**config.mk**
```make
export PLATFORM = sky130hd
export DESIGN_NAME = fetch_slot_buffer_flat
export DESIGN_NICKNAME = d
export VERILOG_FILES = /design/src/rtl/fetch_slot_buffer_pkg.sv /design/src/rtl/fetch_slot_buffer_if.sv /design/src/rtl/fetch_slot_buffer_fifo.sv /design/src/rtl/fetch_slot_buffer.sv /design/src/flat_wrapper.sv
export SDC_FILE = /design/constraint.sdc
export NUM_CORES = 1
export LEC_CHECK = 0
export ABC_AREA = 1
export BUFFER_PORTS_ARGS = -buffer_cell sky130_fd_sc_hd__buf_2
export CAP_MARGIN = 20
export CORE_MARGIN = 2
export CORE_UTILIZATION = 37
export CTS_CLUSTER_DIAMETER = 150
export CTS_CLUSTER_SIZE = 14
export DETAILED_ROUTE_END_ITERATION = 16
export PLACE_DENSITY = 0.66
export SYNTH_ARGS = -nofsm -noshare
export SYNTH_HDL_FRONTEND = slang
export SYNTH_SLANG_ARGS = --single-unit
export TNS_END_PERCENT = 5
```
**constraint.sdc**
```tcl
create_clock -name clk -period 34.8 [get_ports clk]
set_clock_uncertainty 0.05 [all_clocks]
set_input_delay 5.22 -clock clk [delete_from_list [all_inputs] [get_ports clk]]
set_output_delay 5.22 -clock clk [all_outputs]
set_load 0.01 [all_outputs]
```
**src/rtl/fetch_slot_buffer_pkg.sv**
```systemverilog
// Shared types and helpers for the fetch slot buffer: bundle struct, geometry constants
// and the slot-kill helper used when a queued slot redirects control flow.
package fsb_pkg;

   localparam int QSLOTS = 3;
   localparam int INSN_W = 52;
   localparam int PC_W   = 52;
   localparam int FDEPTH = 2;

   typedef struct packed {
      logic [QSLOTS-1:0]        mask;
      logic [QSLOTS*INSN_W-1:0] ins;
      logic [QSLOTS*PC_W-1:0]   pc;
      logic [QSLOTS-1:0]        jmp;
      logic [QSLOTS-1:0]        tkb;
   } fsb_bundle_t;

   // Keeps slots 0..idx of mask and clears every slot above idx.
   function automatic logic [QSLOTS-1:0] fsb_kill_above(input logic [QSLOTS-1:0] mask,
                                                        input int idx);
      logic [QSLOTS-1:0] keep;
      keep = '0;
      for (int b = 0; b < QSLOTS; b++) begin
         keep[b] = (b <= idx);
      end
      return mask & keep;
   endfunction

endpackage

```
**src/rtl/fetch_slot_buffer_if.sv**
```systemverilog
// Bus between fetch / queue stage (master) and the fetch slot buffer (slave).
interface fetch_slot_buffer_if;
   import fsb_pkg::*;

   logic                     branchmiss;
   logic                     redirect;
   logic                     fetch_v;
   logic [QSLOTS-1:0]        fetch_mask;
   logic [QSLOTS*INSN_W-1:0] fetch_ins;
   logic [QSLOTS*PC_W-1:0]   fetch_pc;
   logic [QSLOTS-1:0]        fetch_slot_jmp;
   logic [QSLOTS-1:0]        fetch_take_branch;
   logic                     fetch_rdy;
   logic [QSLOTS-1:0]        slotvd;
   logic [QSLOTS*INSN_W-1:0] slot_ins;
   logic [QSLOTS*PC_W-1:0]   slot_pc;
   logic [QSLOTS-1:0]        slot_jmp;
   logic [QSLOTS-1:0]        take_branch;
   logic [2:0]               queuedCnt;
   logic [QSLOTS-1:0]        queuedOnp;
   logic [15:0]              stall_cnt;

   modport master (
      output branchmiss, redirect, fetch_v, fetch_mask, fetch_ins, fetch_pc,
             fetch_slot_jmp, fetch_take_branch, queuedCnt, queuedOnp,
      input  fetch_rdy, slotvd, slot_ins, slot_pc, slot_jmp, take_branch, stall_cnt
   );

   modport slave (
      input  branchmiss, redirect, fetch_v, fetch_mask, fetch_ins, fetch_pc,
             fetch_slot_jmp, fetch_take_branch, queuedCnt, queuedOnp,
      output fetch_rdy, slotvd, slot_ins, slot_pc, slot_jmp, take_branch, stall_cnt
   );

endinterface

```
**src/rtl/fetch_slot_buffer_fifo.sv**
```systemverilog
// Circular bundle FIFO; pointers carry one extra wrap bit to tell full from empty.
module fsb_fifo
   import fsb_pkg::*;
#(
   parameter int DEPTH = FDEPTH
) (
   input  logic        clk,
   input  logic        rst,
   input  logic        i_flush,
   input  logic        i_push,
   input  logic        i_pop,
   input  fsb_bundle_t i_wdata,
   output fsb_bundle_t o_rdata,
   output logic        o_full,
   output logic        o_empty
);

   localparam int AW = $clog2(DEPTH);

   fsb_bundle_t r_mem [DEPTH];
   logic [AW:0] r_wrPtr;
   logic [AW:0] r_rdPtr;

   always_ff @(posedge clk) begin
      if (rst || i_flush) begin
         r_wrPtr <= '0;
         r_rdPtr <= '0;
      end else begin
         if (i_push) r_wrPtr <= r_wrPtr + (AW+1)'(1);
         if (i_pop)  r_rdPtr <= r_rdPtr + (AW+1)'(1);
      end
   end

   always_ff @(posedge clk) begin
      if (!rst && !i_flush && i_push) r_mem[r_wrPtr[AW-1:0]] <= i_wdata;
   end

   assign o_rdata = r_mem[r_rdPtr[AW-1:0]];
   assign o_full  = (r_wrPtr[AW] != r_rdPtr[AW]) && (r_wrPtr[AW-1:0] == r_rdPtr[AW-1:0]);
   assign o_empty = (r_wrPtr == r_rdPtr);

endmodule

```
**src/rtl/fetch_slot_buffer.sv**
```systemverilog
// Fetch slot buffer: two-bundle FIFO feeding a presentation register that retires queued slots.
// Define FSB_BYPASS_EN to let a bundle skip the empty FIFO and present one cycle after push.
module fetch_slot_buffer
   import fsb_pkg::*;
(
   input  logic                clk,
   input  logic                rst,
   fetch_slot_buffer_if.slave  bus
);

   logic                     w_flush;
   logic                     w_full;
   logic                     w_empty;
   logic                     w_pushReq;
   logic                     w_bypass;
   logic                     w_fifoPush;
   logic                     w_fifoPop;
   logic                     w_advance;
   logic                     w_stall;
   logic [QSLOTS-1:0]        w_queued;
   logic [QSLOTS-1:0]        w_nxtV;
   fsb_bundle_t              w_head;
   fsb_bundle_t              w_fetchBundle;

   logic [QSLOTS-1:0]        r_slotvd;
   logic [QSLOTS*INSN_W-1:0] r_ins;
   logic [QSLOTS*PC_W-1:0]   r_pc;
   logic [QSLOTS-1:0]        r_jmp;
   logic [QSLOTS-1:0]        r_tkb;
   logic [15:0]              r_stallCnt;

   assign w_flush = bus.branchmiss | bus.redirect;

   assign w_fetchBundle.mask = bus.fetch_mask;
   assign w_fetchBundle.ins  = bus.fetch_ins;
   assign w_fetchBundle.pc   = bus.fetch_pc;
   assign w_fetchBundle.jmp  = bus.fetch_slot_jmp;
   assign w_fetchBundle.tkb  = bus.fetch_take_branch;

   // A queued slot that jumps or is predicted taken makes everything younger than it dead.
   always_comb begin
      w_queued = r_slotvd & bus.queuedOnp;
      w_nxtV   = r_slotvd & ~bus.queuedOnp;
      for (int i = 0; i < QSLOTS; i++) begin
         if (w_queued[i] && (r_jmp[i] || r_tkb[i])) w_nxtV = fsb_kill_above(w_nxtV, i);
      end
   end

   assign w_advance = (w_nxtV == '0);
   assign w_pushReq = bus.fetch_v & bus.fetch_rdy & ~w_flush & (bus.fetch_mask != '0);

`ifdef FSB_BYPASS_EN
   assign w_bypass = w_advance & w_empty & w_pushReq;
`else
   assign w_bypass = 1'b0;
`endif

   assign w_fifoPush = w_pushReq & ~w_bypass;
   assign w_fifoPop  = w_advance & ~w_empty & ~w_flush;

   fsb_fifo #(.DEPTH(FDEPTH)) u_fifo (
      .clk     (clk),
      .rst     (rst),
      .i_flush (w_flush),
      .i_push  (w_fifoPush),
      .i_pop   (w_fifoPop),
      .i_wdata (w_fetchBundle),
      .o_rdata (w_head),
      .o_full  (w_full),
      .o_empty (w_empty)
   );

   // Payload is only rewritten when a new bundle arrives; partial retires just shrink the mask.
   always_ff @(posedge clk) begin
      if (rst) begin
         r_slotvd <= '0;
         r_ins    <= '0;
         r_pc     <= '0;
         r_jmp    <= '0;
         r_tkb    <= '0;
      end else if (w_flush) begin
         r_slotvd <= '0;
      end else if (!w_advance) begin
         r_slotvd <= w_nxtV;
      end else if (w_bypass) begin
         r_slotvd <= w_fetchBundle.mask;
         r_ins    <= w_fetchBundle.ins;
         r_pc     <= w_fetchBundle.pc;
         r_jmp    <= w_fetchBundle.jmp;
         r_tkb    <= w_fetchBundle.tkb;
      end else if (!w_empty) begin
         r_slotvd <= w_head.mask;
         r_ins    <= w_head.ins;
         r_pc     <= w_head.pc;
         r_jmp    <= w_head.jmp;
         r_tkb    <= w_head.tkb;
      end else begin
         r_slotvd <= '0;
      end
   end

   assign w_stall = (r_slotvd != '0) && (bus.queuedCnt == 3'd0);

   always_ff @(posedge clk) begin
      if (rst) begin
         r_stallCnt <= '0;
      end else if (w_stall && (r_stallCnt != 16'hFFFF)) begin
         r_stallCnt <= r_stallCnt + 16'd1;
      end
   end

   assign bus.fetch_rdy   = ~w_full;
   assign bus.slotvd      = r_slotvd;
   assign bus.slot_ins    = r_ins;
   assign bus.slot_pc     = r_pc;
   assign bus.slot_jmp    = r_jmp;
   assign bus.take_branch = r_tkb;
   assign bus.stall_cnt   = r_stallCnt;

`ifndef SYNTHESIS
   // The queue stage's count must agree with the slots it actually took.
   a_cntMatches: assert property (@(posedge clk) disable iff (rst)
      $countones(bus.queuedOnp & r_slotvd) == int'(bus.queuedCnt));

   a_noPushWhenFull: assert property (@(posedge clk) disable iff (rst)
      !(w_fifoPush && w_full));
`endif

endmodule

```
**src/flat_wrapper.sv**
```systemverilog
// flat-port wrapper written by rule: the top's interface ports become plain ports
module fetch_slot_buffer_flat import fsb_pkg::*;
  (clk, rst, bus_branchmiss, bus_redirect, bus_fetch_v, bus_fetch_mask, bus_fetch_ins, bus_fetch_pc, bus_fetch_slot_jmp, bus_fetch_take_branch, bus_queuedCnt, bus_queuedOnp, bus_fetch_rdy, bus_slotvd, bus_slot_ins, bus_slot_pc, bus_slot_jmp, bus_take_branch, bus_stall_cnt);
  fetch_slot_buffer_if bus_i ();
  input  logic clk;
  input  logic rst;
  input wire logic [$bits(bus_i.branchmiss)-1:0] bus_branchmiss;
  input wire logic [$bits(bus_i.redirect)-1:0] bus_redirect;
  input wire logic [$bits(bus_i.fetch_v)-1:0] bus_fetch_v;
  input wire logic [$bits(bus_i.fetch_mask)-1:0] bus_fetch_mask;
  input wire logic [$bits(bus_i.fetch_ins)-1:0] bus_fetch_ins;
  input wire logic [$bits(bus_i.fetch_pc)-1:0] bus_fetch_pc;
  input wire logic [$bits(bus_i.fetch_slot_jmp)-1:0] bus_fetch_slot_jmp;
  input wire logic [$bits(bus_i.fetch_take_branch)-1:0] bus_fetch_take_branch;
  input wire logic [$bits(bus_i.queuedCnt)-1:0] bus_queuedCnt;
  input wire logic [$bits(bus_i.queuedOnp)-1:0] bus_queuedOnp;
  output wire logic [$bits(bus_i.fetch_rdy)-1:0] bus_fetch_rdy;
  output wire logic [$bits(bus_i.slotvd)-1:0] bus_slotvd;
  output wire logic [$bits(bus_i.slot_ins)-1:0] bus_slot_ins;
  output wire logic [$bits(bus_i.slot_pc)-1:0] bus_slot_pc;
  output wire logic [$bits(bus_i.slot_jmp)-1:0] bus_slot_jmp;
  output wire logic [$bits(bus_i.take_branch)-1:0] bus_take_branch;
  output wire logic [$bits(bus_i.stall_cnt)-1:0] bus_stall_cnt;
  assign bus_i.branchmiss = bus_branchmiss;
  assign bus_i.redirect = bus_redirect;
  assign bus_i.fetch_v = bus_fetch_v;
  assign bus_i.fetch_mask = bus_fetch_mask;
  assign bus_i.fetch_ins = bus_fetch_ins;
  assign bus_i.fetch_pc = bus_fetch_pc;
  assign bus_i.fetch_slot_jmp = bus_fetch_slot_jmp;
  assign bus_i.fetch_take_branch = bus_fetch_take_branch;
  assign bus_i.queuedCnt = bus_queuedCnt;
  assign bus_i.queuedOnp = bus_queuedOnp;
  assign bus_fetch_rdy = bus_i.fetch_rdy;
  assign bus_slotvd = bus_i.slotvd;
  assign bus_slot_ins = bus_i.slot_ins;
  assign bus_slot_pc = bus_i.slot_pc;
  assign bus_slot_jmp = bus_i.slot_jmp;
  assign bus_take_branch = bus_i.take_branch;
  assign bus_stall_cnt = bus_i.stall_cnt;
  fetch_slot_buffer u_core (.clk(clk), .rst(rst), .bus(bus_i));
endmodule
```
# --- Yosys cells after proc, flatten, opt, wreduce, memory -nomap -nowiden ---
# Memory sizes are Yosys's and may differ from the RTL's. A register that Yosys moved wholly into a read port is not among the register bits.
# Cells that the tools add are included.
word_totals:
  regBits: 341
  ram_bits: 642
  elab_cells: 54
  rom_bits: 0
  output_inout_bits: 338
  n_memories: 1
  latchBits: 0
classes:
  reduce_logical: 18
  n_bitwise: 12
  multipliers: 0
  eq_ne: 4
  order_cmp: 0
  add_sub_neg: 3
  shift: 0
  div_mod_pow: 0
  n_mux: 8
memory_table:
  columns: ["name", "depth", "width", "read_ports", "rd_clocked_by_memory_dff", "write_ports", "line", "rtl"]
  rows:
  - ["u_core.u_fifo.r_mem", 2, 321, 1, 1, 1, "fetch_slot_buffer_fifo.sv:20", "fsb_bundle_t r_mem [DEPTH];"]
ops:
  columns: ["op", "count"]
  rows:
  - ["adder 16 x 1 -> 16 bit (second input constant)", 1]
  - ["inequality test 16 bit (second input constant)", 1]
  - ["two-way mux 3 bit", 4]
  - ["logical AND 1 bit", 7]
  - ["logical NOT 3 bit", 2]
  - ["nonzero test 3 bit", 2]
  - ["AND 1 bit", 5]
  - ["adder 2 x 1 -> 2 bit (second input constant)", 2]
  - ["two-way mux 1 bit", 4]
  - ["AND 3 bit", 1]
  - ["logical OR 1 bit", 3]
  - ["NOT 1 bit", 3]
  - ["NOT 3 bit", 1]
  - ["AND reduction 3 bit", 1]
  - ["AND 2 bit", 1]
  - ["== test 2 bit", 1]
  - ["logical NOT 1 bit", 2]
  - ["OR reduction 2 bit", 1]
  - ["== test 1 bit", 1]
  - ["inequality test 1 bit", 1]
  - ["OR 1 bit", 1]

# --- Logic depth before layout (Yosys ltp) ---
# Gate-level depths: netlist of the first run.
logic_depth:
  word_depth: 9
  mapped_depth: 11

# --- By module ---
# From an unflattened synthesis of the first run, not the netlist that was laid out.
hier_totals:
  hier_cells: 3990
  hier_area_um2: 39178.8
modules_own_cells:
  columns: ["module", "n_inst", "seq_area_each_um2", "cells_each", "area_per_inst_um2"]
  rows:
  - ["fsb_fifo", 1, 19378.6, 1717, 24088.1]
  - ["fetch_slot_buffer", 1, 6746.5, 2273, 15090.7]

# --- Worst setup path before layout of the first run ---
# No wires, ideal clock.
synth_timing:
  kind: "input to register"
  startpoint: "input port bus_redirect"
  endpoint: "memory u_core.u_fifo.r_mem[0][0] (netlist name), enable pin"
  setup_time_ns: 1.397
  t_arrival_ns: 27.571
  slack_ns: 5.782
  required_ns: 33.353
  path_stages: 4
  path_cell_list: "or2_2 > nor2_1 > inv_1 > nor3_1"
synth_via:
  elab_chain_len: 7
  word_cells_on_any_way: 9
synth_lines:
  columns: ["element", "line", "rtl"]
  rows:
  - ["start: declaration", "flat_wrapper.sv:8", "input wire logic [$bits(bus_i.redirect)-1:0] bus_redirect;"]
  - ["OR 1 bit (*)", "fetch_slot_buffer.sv:32", "assign w_flush = bus.branchmiss | bus.redirect;"]
  - ["NOT 1 bit (no line)", null, null]
  - ["AND 1 bit (2 in a row)", "fetch_slot_buffer.sv:50", "assign w_pushReq = bus.fetch_v & bus.fetch_rdy & ~w_flush & (bus.fetch_mask != '0);"]
  - ["logical AND 1 bit (*)", "fetch_slot_buffer_fifo.sv:35", "if (!rst && !i_flush && i_push) r_mem[r_wrPtr[AW-1:0]] <= i_wdata;"]
  - ["two-way mux 1 bit (*)", "fetch_slot_buffer_fifo.sv:35", null]
  - ["two-way mux 1 bit (implied by the code) (*)", "fetch_slot_buffer_fifo.sv:35", null]
  - ["end: declaration", "fetch_slot_buffer_fifo.sv:20", null]
# Mark *: on every way between the ends. The rest lies on a longest branch, timed or not.

# --- Worst setup path in the final report of the first run ---
layout_timing:
  startpoint: "input port bus_branchmiss"
  endpoint: "memory u_core.u_fifo.r_mem[1][40] (netlist name), enable pin"
layout_via:
  elab_chain_len: 7
  word_cells_on_any_way: 9
layout_lines:
  columns: ["element", "line", "rtl"]
  rows:
  - ["start: declaration", "flat_wrapper.sv:7", "input wire logic [$bits(bus_i.branchmiss)-1:0] bus_branchmiss;"]
  - ["OR 1 bit (*)", "fetch_slot_buffer.sv:32", null]
  - ["NOT 1 bit (no line)", null, null]
  - ["AND 1 bit (2 in a row)", "fetch_slot_buffer.sv:50", null]
  - ["logical AND 1 bit (*)", "fetch_slot_buffer_fifo.sv:35", null]
  - ["two-way mux 1 bit (*)", "fetch_slot_buffer_fifo.sv:35", null]
  - ["two-way mux 1 bit (implied by the code) (*)", "fetch_slot_buffer_fifo.sv:35", null]
# Marks and branches as above.

==> flow_metrics.tcl, run 1 <==
set metrics [dict create \
    status "finished clean" \
    routed-via-count 24360 \
    cts_buffer_depth 3 \
    ant_nets 0 \
    peakVddDrop_v 0.00004555 \
    rsz0062_at_grt "no" \
    syn_nets 3614 \
    seqCellArea_sq_um 26130 \
    use_met2 0.2945 \
    fin_crit_sh 0.2538 \
    core_area_sq_um 101700 \
    crit_fanout 70 \
    cts_inserted_buffers 80 \
    layout-drive-gt1-share 0.2023 \
    max_stage_delay_ns 0.89 \
    clkSinkCount 984 \
    cts_hold_buf 0 \
    powerDensity_nw_per_um2 47.95 \
    grt_pass1_wl_um 141300 \
    critPathBufInv 5 \
    syn_avg_cell_area_sq_um 11.57 \
    via_per_inst 4.563 \
    die_h_um 324.4 \
    synth_async_sr_flop_share 0 \
    clock_tree.root_cell "clkbuf_16" \
    die_w_um 324.4 \
    tns_ns 0 \
    required_ns 35.00 \
    cpMostUsedCell "buf_4" \
    netlist_top_cells_area "edfxtp_1, dfxtp_1, mux2i_1" \
    layout.cells.non_filler 5338 \
    start_util 0.3732 \
    grt_max_degree 143 \
    cts_resized 0 \
    relSlewSlack 0.2553 \
    yosysTopAreaCell "edfxtp_1" \
    use_met3 0.04433 \
    dp_cells 5168 \
    overflow 0 \
    fin_nets 4216 \
    antenna_found_initial 32 \
    syn_area_sq_um 37970 \
    tritoncts "done" \
    top_usage_layer "met2" \
    power.leakage_nw 19.43 \
    min_path_type "flip-flop to flip-flop" \
    wl_um 94890 \
    yosysSeqAreaShare 0.6880 \
    synth_top_area_frac 0.5077 \
    worst_slew_pin_slew_ns 1.117 \
    start_kind "primary input" \
    worst-r2r-cell-count 6 \
    syn_inst 3281 \
    crit_slowest_cell "buf_4" \
    drt_iter0_markers 1566 \
    wl_per_cell_um 17.78 \
    crit_family "buffers and inverters" \
    multi_input_area_sq_um 9585 \
    drc 0 \
    ys_seq_elements 984 \
    crit_arrival_ns 9.03 \
    clk_pin_slew_worst_paths_ns 0.06 \
    setup_viol 0 \
    postCtsSetupRepairBufs 0 \
    dr.pass1.iters 7 \
    gp_congestion 0.7955 \
    nFillCells 9461 \
    finish.utilization 0.4405 \
    place_ws_ns 25.32 \
    hpwlAfterDp_um 58970 \
    rows 117 \
    cap_violations 0 \
    worstSkewPairLatency_ns 0.64 \
    yosysWarnings 0 \
    ys_top_cells_by_count "nand2_1, edfxtp_1, nor2_1" \
    port_buffers 669 \
    holdPathStages 4 \
    num_io_pins 670 \
    synthToLayoutAreaGrowth_pct 18.02 \
    grt_usage 0.1736 \
    max_freq_mhz 113.2 \
    synth-edff-count 642 \
    die-area_sq_um 105200 \
    synth_most_common_cell "nand2_1" \
    path_cells "buf_2 > or2_2 > nor3_1 > nand2_1 > inv_1 > nand2_1 > nor2_4 > buf_4 > buf_4 > buf_4" \
    fin_ws_ns 25.97 \
    yosys.cell_types.count 26 \
    ys.flop_type "edfxtp_1" \
    hold_slack_ns 0.4609 \
    hold_violations 0 \
    grt_pass1_vias 23660 \
    worst_setup_path_end_kind "flip-flop" \
    use_met1 0.2053 \
    final_max_slew_viol_count 0 \
    min_period_ns 8.832 \
    htreeDepth 3 \
    worst-path-stages 10 \
    criticalPathCategory "primary input to flip-flop" \
]
where the power goes:
group          switching (mW)  leakage (nW)  total, mW  internal [mW]
clock                   0.407          1.13      0.859          0.451
sequential            0.00148          8.53       1.25           1.25
combinational          0.0255          9.77     0.0432         0.0176
metal layers:
layer,vias up,share of wire
li1,12040,-
met1,11470,0.40
met2,621,0.49
met3,197,0.060
met4,28,0.041
met5,-,0.0019
cell type report:
class,instances,area share
diodes,20,0.001117
clock buffers,144,0.05145
clock inverters,5,0.001759
inverters,352,0.02965
multi-input cells,1765,0.2139
flip-flops and latches,984,0.5830
well taps,1368,0.03819
repair buffers,700,0.08091
metrics by stage:
stage	total power, mW	cell area [sq um]
final	2.149	44820
after CTS	2.176	44740
after floorplan	1.289	37970
after global placement	1.314	42350
after detailed placement	1.316	42350
after global routing	2.221	44810
path summary, 6_finish.rpt:
kind,start,end,slack [ns]
setup reg to reg,flip-flop,u_core.bus.slot_ins[84],30.58
hold / removal,u_core.bus.slot_ins[150],u_core.bus.slot_ins[150],0.46
hold reg to reg,u_core.bus.slot_ins[150],u_core.bus.slot_ins[150],0.46
setup / recovery,bus_branchmiss,u_core.u_fifo.r_mem[1][40],25.97
logic make-up after synthesis:
family / count (synthesis) / share of synthesized area
AO/OA/AOI/OAI: 22 / 0.003064
XOR/XNOR: 7 / 0.001615
adder cells (fa/ha/maj): 1 / 0.0003294
buffers and inverters: 532 / 0.06046
flip-flops: 984 / 0.6880
multiplexers: 319 / 0.08409
AND/OR/NAND/NOR: 1416 / 0.1625
cells in the final DEF, fill, tap and decap left out, drive strengths merged:
master and count:
dfxtp 342, clkinv 1, diode 20, edfxtp 642, nor3 4, nand3 28
or2 1, xnor2 2, a21boi 1, ha 1, a21oi 18, and3 318
o21ai 3, mux2i 319, inv 356, clkbuf 144, nand4 2, nand3b 1
nor2 352, xor2 5, nand2 710, buf 700
state kept, by name (all words and copies together), names as in the netlist, named ones only:
register	cells
u_core.bus.slotvd	3
u_core.bus.slot_jmp	3
u_core.bus.slot_pc	156
u_core.u_fifo.r_mem	642
u_core.bus.take_branch	3
u_core.u_fifo.r_rdPtr	2
u_core.u_fifo.r_wrPtr	2
u_core.bus.stall_cnt	16
u_core.bus.slot_ins	156
tightest hold or removal path: stages (launching register included):
cell	delay, ns
dfxtp_1	0.30
inv_1	0.04
nand2_1	0.04
nand2_1	0.05
nor2_1	0.03
No activity file was read; power rests on OpenSTA's default activity.
==> run 2, diff against run 1 <==
--- a/config.mk
+++ b/config.mk
@@ -5,7 +5,7 @@
 export SDC_FILE = /design/constraint.sdc
 export NUM_CORES = 1
 export LEC_CHECK = 0
-export ABC_AREA = 1
+export ABC_AREA = 0
 export BUFFER_PORTS_ARGS = -buffer_cell sky130_fd_sc_hd__buf_2
 export CAP_MARGIN = 20
 export CORE_MARGIN = 2
@@ -13,7 +13,7 @@
 export CTS_CLUSTER_DIAMETER = 150
 export CTS_CLUSTER_SIZE = 14
 export DETAILED_ROUTE_END_ITERATION = 16
-export PLACE_DENSITY = 0.66
+export PLACE_DENSITY = 0.68
 export SYNTH_ARGS = -nofsm -noshare
 export SYNTH_HDL_FRONTEND = slang
 export SYNTH_SLANG_ARGS = --single-unit
==> constraint.sdc (replaced) <==
create_clock -name clk -period 7.8 [get_ports clk]
set_clock_uncertainty 0.05 [all_clocks]
set_input_delay 1.17 -clock clk [delete_from_list [all_inputs] [get_ports clk]]
set_output_delay 1.17 -clock clk [all_outputs]
set_load 0.01 [all_outputs]
==> run 2 against run 1 <==
  * Utilization is 0.70 points higher
  * Die area is 7.9% lower
  * Highest routed layer unchanged
  * Sequential share of layout area is 4.2 points higher
  * Register-to-register slack worse by 26 ns
  * Synthesized cell count is 31% lower
  * Routed wire length is 7.1% lower
  * Sequential power grew to 4.5 times the previous value
  * Total power grew to 4.5 times the previous value
  * Critical path depth is 3 lower
  * Setup slack worse by 22 ns
==> flow_metrics.tcl, run 2 <==
set metrics [dict create \
    status "finished clean" \
    min_period_ns 3.847 \
    required_ns 8.03 \
    crit_arrival_ns 4.08 \
    relSlewSlack 0.1650 \
    path_cells "buf_2 > or3b_2 > a211oi_1 > nand2_1 > nor2_4 > buf_12 > buf_4" \
    num_io_pins 670 \
    yosys.cell_types.count 42 \
    max_freq_mhz 259.9 \
    worst-r2r-cell-count 6 \
    dr.pass1.iters 5 \
    fin_crit_sh 0.4932 \
    port_buffers 669 \
    power_mw 9.615 \
    via_per_inst 5.154 \
    routed-via-count 21500 \
    min_path_type "flip-flop to flip-flop" \
    ys.flop_type "edfxtp_1" \
    gp_congestion 0.8230 \
    wl_per_cell_um 21.13 \
    clk_pin_slew_worst_paths_ns 0.06 \
    cts_hold_buf 0 \
    worst-path-stages 7 \
    die-area_sq_um 96920 \
    final_common_cell "buf_2" \
    peakVddDrop_v 0.0001882 \
    crit_slowest_cell "a211oi_1" \
    start_kind "primary input" \
    netlist_top_cells_area "edfxtp_1, dfxtp_1, mux2i_1" \
    synth_top_area_frac 0.5517 \
    criticalPathCategory "primary input to flip-flop" \
    hpwlAfterDp_um 53570 \
    largest_reg_flops 642 \
    hold_slack_ns 0.4687 \
    die_w_um 311.3 \
    drc 0 \
    drt_iter0_markers 1406 \
    reg2reg_from "u_core.bus.take_branch[1]" \
    startpoint "bus_branchmiss" \
    cts_resized 0 \
    final_max_slew_viol_count 0 \
    endpoint "u_core.u_fifo.r_mem[0][193]" \
    ff2ff_setup_slack_ns 4.30 \
    postCtsSetupRepairBufs 0 \
    synthToLayoutAreaGrowth_pct 19.69 \
    start_util 0.3738 \
    wl_um 88130 \
    synth_most_common_cell "edfxtp_1" \
    fin_nets 3173 \
    mostFrequentLayoutCells "buf_2, edfxtp_1, dfxtp_1" \
    core_area_sq_um 93470 \
    hold_violations 0 \
    ant_nets 0 \
    synth-edff-count 642 \
    worstSkewPairLatency_ns 0.64 \
    r2r-end "u_core.bus.slot_ins[101]" \
    grt_pass1_wl_um 130800 \
    syn_nets 2584 \
    crit_fanout 57 \
    ys_seq_elements 984 \
    setup_viol 0 \
    htreeDepth 3 \
    rsz0062_at_grt "no" \
    yosysSeqAreaShare 0.7476 \
    worst_slew_pin_slew_ns 1.252 \
    critPathBufInv 3 \
    yosysTopAreaCell "edfxtp_1" \
    cts_buffer_depth 3 \
    rows 112 \
    layout-drive-gt1-share 0.2751 \
    grt_pass1_vias 21120 \
    clkSinkCount 984 \
    worst_setup_path_end_kind "flip-flop" \
    ys_top_cells_by_count "edfxtp_1, dfxtp_1, a21oi_1" \
    grt_max_degree 168 \
    holdPathStages 2 \
    finish.utilization 0.4475 \
    nFillCells 8384 \
    syn_inst 2251 \
    antenna_found_initial 30 \
    synth_async_sr_flop_share 0 \
    syn_avg_cell_area_sq_um 15.52 \
    cap_violations 0 \
    powerDensity_nw_per_um2 229.9 \
    syn_area_sq_um 34940 \
    power.leakage_nw 14.02 \
    crit_family "simple AND/OR/NAND/NOR gates" \
    grt_usage 0.1743 \
    tns_ns 0 \
    yosysWarnings 0 \
    die_h_um 311.3 \
    max_stage_delay_ns 0.58 \
    overflow 0 \
    clock_tree.root_cell "clkbuf_16" \
    tritoncts "done" \
    cts_inserted_buffers 80 \
]
## run 2: changes by cell type after synthesis, sizes merged, moves of 311 or more
cell	delta
nand2	-700
and3	-313
inv	-351
a21oi	+311
nor2	-339
a211oi	+321
## run 2: metal layers
| metal | vias up | share of wire | track usage |
|---|---|---|---|
| met3 | 139 | 0.071 | 0.04745 |
| li1 | 10020 | - | - |
| met1 | 10610 | 0.40 | 0.2137 |
| met4 | 26 | 0.027 | 0.06346 |
| met2 | 702 | 0.50 | 0.2943 |
| met5 | - | 0.0018 | 0 |
## run 2: cell families after synthesis
kind of cell    share of synthesized area
compound gates                     0.1210
xor+xnor                         0.001003
fa+ha+maj                       0.0003580
buf+inv                           0.02345
flops                              0.7476
mux                               0.09396
simple gates                      0.01264
## run 2: report_power, final
part	internal [mW]	total [mW]	leakage (nW)	switching (mW)
logic	0.0873	0.241	4.37	0.153
registers	5.56	5.57	8.53	0.00802
clock network	1.99	3.81	1.12	1.82
total	7.64	9.61	14.0	1.98
## run 2: how the worst min path moves through the flow
stage / start / to / slack (ns)
4_1_cts: u_core.bus.slot_ins[29] / u_core.bus.slot_ins[29] / 0.47
6_report: u_core.bus.slot_pc[73] / u_core.bus.slot_pc[73] / 0.47
2_1_floorplan: u_core.bus.stall_cnt[4] / u_core.bus.stall_cnt[4] / 0.47
3_5_place_dp: u_core.bus.slot_ins[68] / u_core.bus.slot_ins[68] / 0.46
5_1_grt: u_core.bus.slot_pc[103] / u_core.bus.slot_pc[103] / 0.49
3_3_place_gp: u_core.bus.stall_cnt[4] / u_core.bus.stall_cnt[4] / 0.45
## run 2: layout make-up
class                   instances  area [sq um]  area share
inverters                       1         3.754  0.00008975
repair buffers                692          3694     0.08831
diodes                         13         32.53   0.0007778
clock buffers                 140          2270     0.05427
multi-input cells            1081          8043      0.1923
flip-flops and latches        984         26130      0.6247
clock inverters                 6         85.08    0.002034
well taps                    1254          1569     0.03751
## run 2: worst min-delay path, cell delays in order (launching register included)
cell      delay, ns
dfxtp_1        0.31
a21oi_1        0.11
a211oi_1       0.06
## run 2: stage by stage
step | worst slack (ns) | cell area [sq um] | instances
3_5_place_dp | 3.300 | 39440 | 4012
5_1_grt | 3.660 | 41820 | 4170
4_1_cts | 4.006 | 41790 | 4158
3_3_place_gp | 3.319 | 39440 | 4012
6_report | 3.953 | 41830 | 4171
2_1_floorplan | -2.460 | 34950 | 2251
==> run 3, diff against run 2 <==
==> constraint.sdc (replaced) <==
create_clock -name clk -period 3.45 [get_ports clk]
set_clock_uncertainty 0.05 [all_clocks]
set_input_delay 0.5175 -clock clk [delete_from_list [all_inputs] [get_ports clk]]
set_output_delay 0.5175 -clock clk [all_outputs]
set_load 0.01 [all_outputs]
==> run 3 against run 2 <==
  * Global-route usage is 0.88 points higher
  * Critical path type is now flip-flop to flip-flop
  * Sequential cell count stayed put
  * Die area stayed put
  * Setup slack worse by 3.2 ns
  * Cell count is 8.7% higher
==> flow_metrics.tcl, run 3 (synthesis gave the netlist of run 2 again) <==
set metrics [dict create \
    crit_fanout 98 \
    reg2reg_from "u_core.u_fifo.r_wrPtr[0]" \
    crit_slowest_cell "dfxtp_1" \
    wl_per_cell_um 20.22 \
    hold_violations 0 \
    die_h_um 311.3 \
    clkSinkCount 984 \
    cts_buffer_depth 3 \
    via_per_inst 5.072 \
    status "finished clean" \
    tritoncts "done" \
    start_kind "flip-flop" \
    hpwlAfterDp_um 58640 \
    r2r-end "u_core.bus.slot_ins[115]" \
    layout.cells.non_filler 4535 \
    powerDensity_nw_per_um2 483.5 \
    core_area_sq_um 93470 \
    postCtsSetupRepairBufs 0 \
    grt_max_degree 124 \
    crit_arrival_ns 3.15 \
    min_period_ns 2.666 \
    routed-via-count 23000 \
    gp_congestion 0.8577 \
    max_stage_delay_ns 0.49 \
    cpMostUsedCell "buf_12" \
    min_from "bus_fetch_pc[88]" \
    mostFrequentLayoutCells "buf_2, edfxtp_1, dfxtp_1" \
    die_w_um 311.3 \
    min_path_type "primary input to flip-flop" \
    port_buffers 669 \
    cts_resized 0 \
    dr.pass1.iters 5 \
    drc 0 \
    peakVddDrop_v 0.0004549 \
    setup_viol 0 \
    worstSkewPairLatency_ns 0.64 \
    fin_crit_sh 0.7728 \
    num_io_pins 670 \
    largest_reg_flops 642 \
    power.leakage_nw 15.71 \
    relSlewSlack 0.3697 \
    criticalPathCategory "flip-flop to flip-flop" \
    startpoint "u_core.u_fifo.r_wrPtr[0]" \
    place_ws_ns 0.6249 \
    ant_nets 0 \
    cap_violations 0 \
    antenna_found_initial 12 \
    fin_area_sq_um 45670 \
    fin_nets 3544 \
    worst-r2r-cell-count 6 \
    finish.utilization 0.4886 \
    path_cells "xnor2_1 > a221oi_4 > buf_12 > buf_12 > a21oi_1 > a211oi_1" \
    endpoint "u_core.bus.slot_ins[115]" \
    worst_slew_pin_slew_ns 0.9454 \
    grt_usage 0.1831 \
    synthToLayoutAreaGrowth_pct 30.68 \
    overflow 0 \
    start_util 0.3738 \
    final_max_slew_viol_count 0 \
    ff2ff_setup_slack_ns 0.78 \
    clk_pin_slew_worst_paths_ns 0.07 \
    wl_um 91680 \
    htreeDepth 3 \
    place_area_sq_um 40120 \
    drt_iter0_markers 1492 \
    grt_pass1_wl_um 138600 \
    rsz0062_at_grt "no" \
    required_ns 3.94 \
    rows 112 \
    cts_inserted_buffers 80 \
    dp_cells 4068 \
    die-area_sq_um 96920 \
    final_common_cell "buf_2" \
    max_freq_mhz 375.1 \
    worst_setup_path_end_kind "flip-flop" \
    grt_pass1_vias 23120 \
    layout-drive-gt1-share 0.2614 \
    fin_ws_ns 0.7839 \
    clock_tree.root_cell "clkbuf_16" \
]
run 3: changes by cell type in the layout (fill, tap and decap cells not counted), sizes merged:
cell,change
clkinv,-1
buf,+56
dlygate4sd3,+315
inv,-2
clkbuf,+3
diode,-7
run 3: worst max-delay path: cells and delay by family, from the launching register on:
family,cells,cell delay (ns)
AO/OA/AOI/OAI,3,0.85
XOR/XNOR,1,0.24
buffers and inverters,2,0.79
flip-flops,1,0.49
run 3: cell type report:
class	instances	area (sq um)
inverters	1	3.754
fillers	7951	47800
multi-input cells	1081	8058
flip-flops and latches	984	26130
clock inverters	3	28.78
repair buffers	1063	7517
well taps	1254	1569
clock buffers	143	2345
diodes	6	15.01
run 3: where the power goes:
| group | leakage, nW | internal, mW | switching, mW |
|---|---|---|---|
| logic | 6.05 | 0.443 | 0.430 |
| clock network | 1.13 | 4.60 | 4.02 |
| registers | 8.53 | 12.6 | 0.0181 |
| total | 15.7 | 17.6 | 4.47 |
run 3: layer usage:
metal	share of wire	global-route usage
met3	0.059	0.04166
met1	0.41	0.2265
met5	0.00093	0
met2	0.49	0.3115
met4	0.036	0.07016
run 3: worst min-delay path by stage:
stage | end | cells after the start | slack (ns)
3_3_place_gp | u_core.bus.slot_pc[94] | 2 | 0.45
6_report | u_core.u_fifo.r_mem[1][94] | 1 | 0.06
4_1_cts | u_core.u_fifo.r_mem[1][94] | 1 | 0.004
2_1_floorplan | u_core.bus.stall_cnt[4] | 2 | 0.47
3_5_place_dp | u_core.bus.slot_pc[95] | 2 | 0.46
5_1_grt | u_core.u_fifo.r_mem[1][94] | 1 | 0.01
run 3: stage by stage:
step | total power, mW | TNS, ns | hold slack [ns]
after detailed placement | 13.41 | 0 | 0.4592
after global routing | 22.81 | 0 | 0.01259
after global placement | 13.39 | 0 | 0.4544
after floorplan | 13.06 | -1714.13 | 0.4750
final | 22.08 | 0 | 0.05740
after CTS | 22.27 | 0 | 0.004495
run 3: timing repair:
item	4_1_cts	5_1_grt
endpoints found under the hold margin	628	0
setup endpoints to repair	0	0
hold buffers	315	0
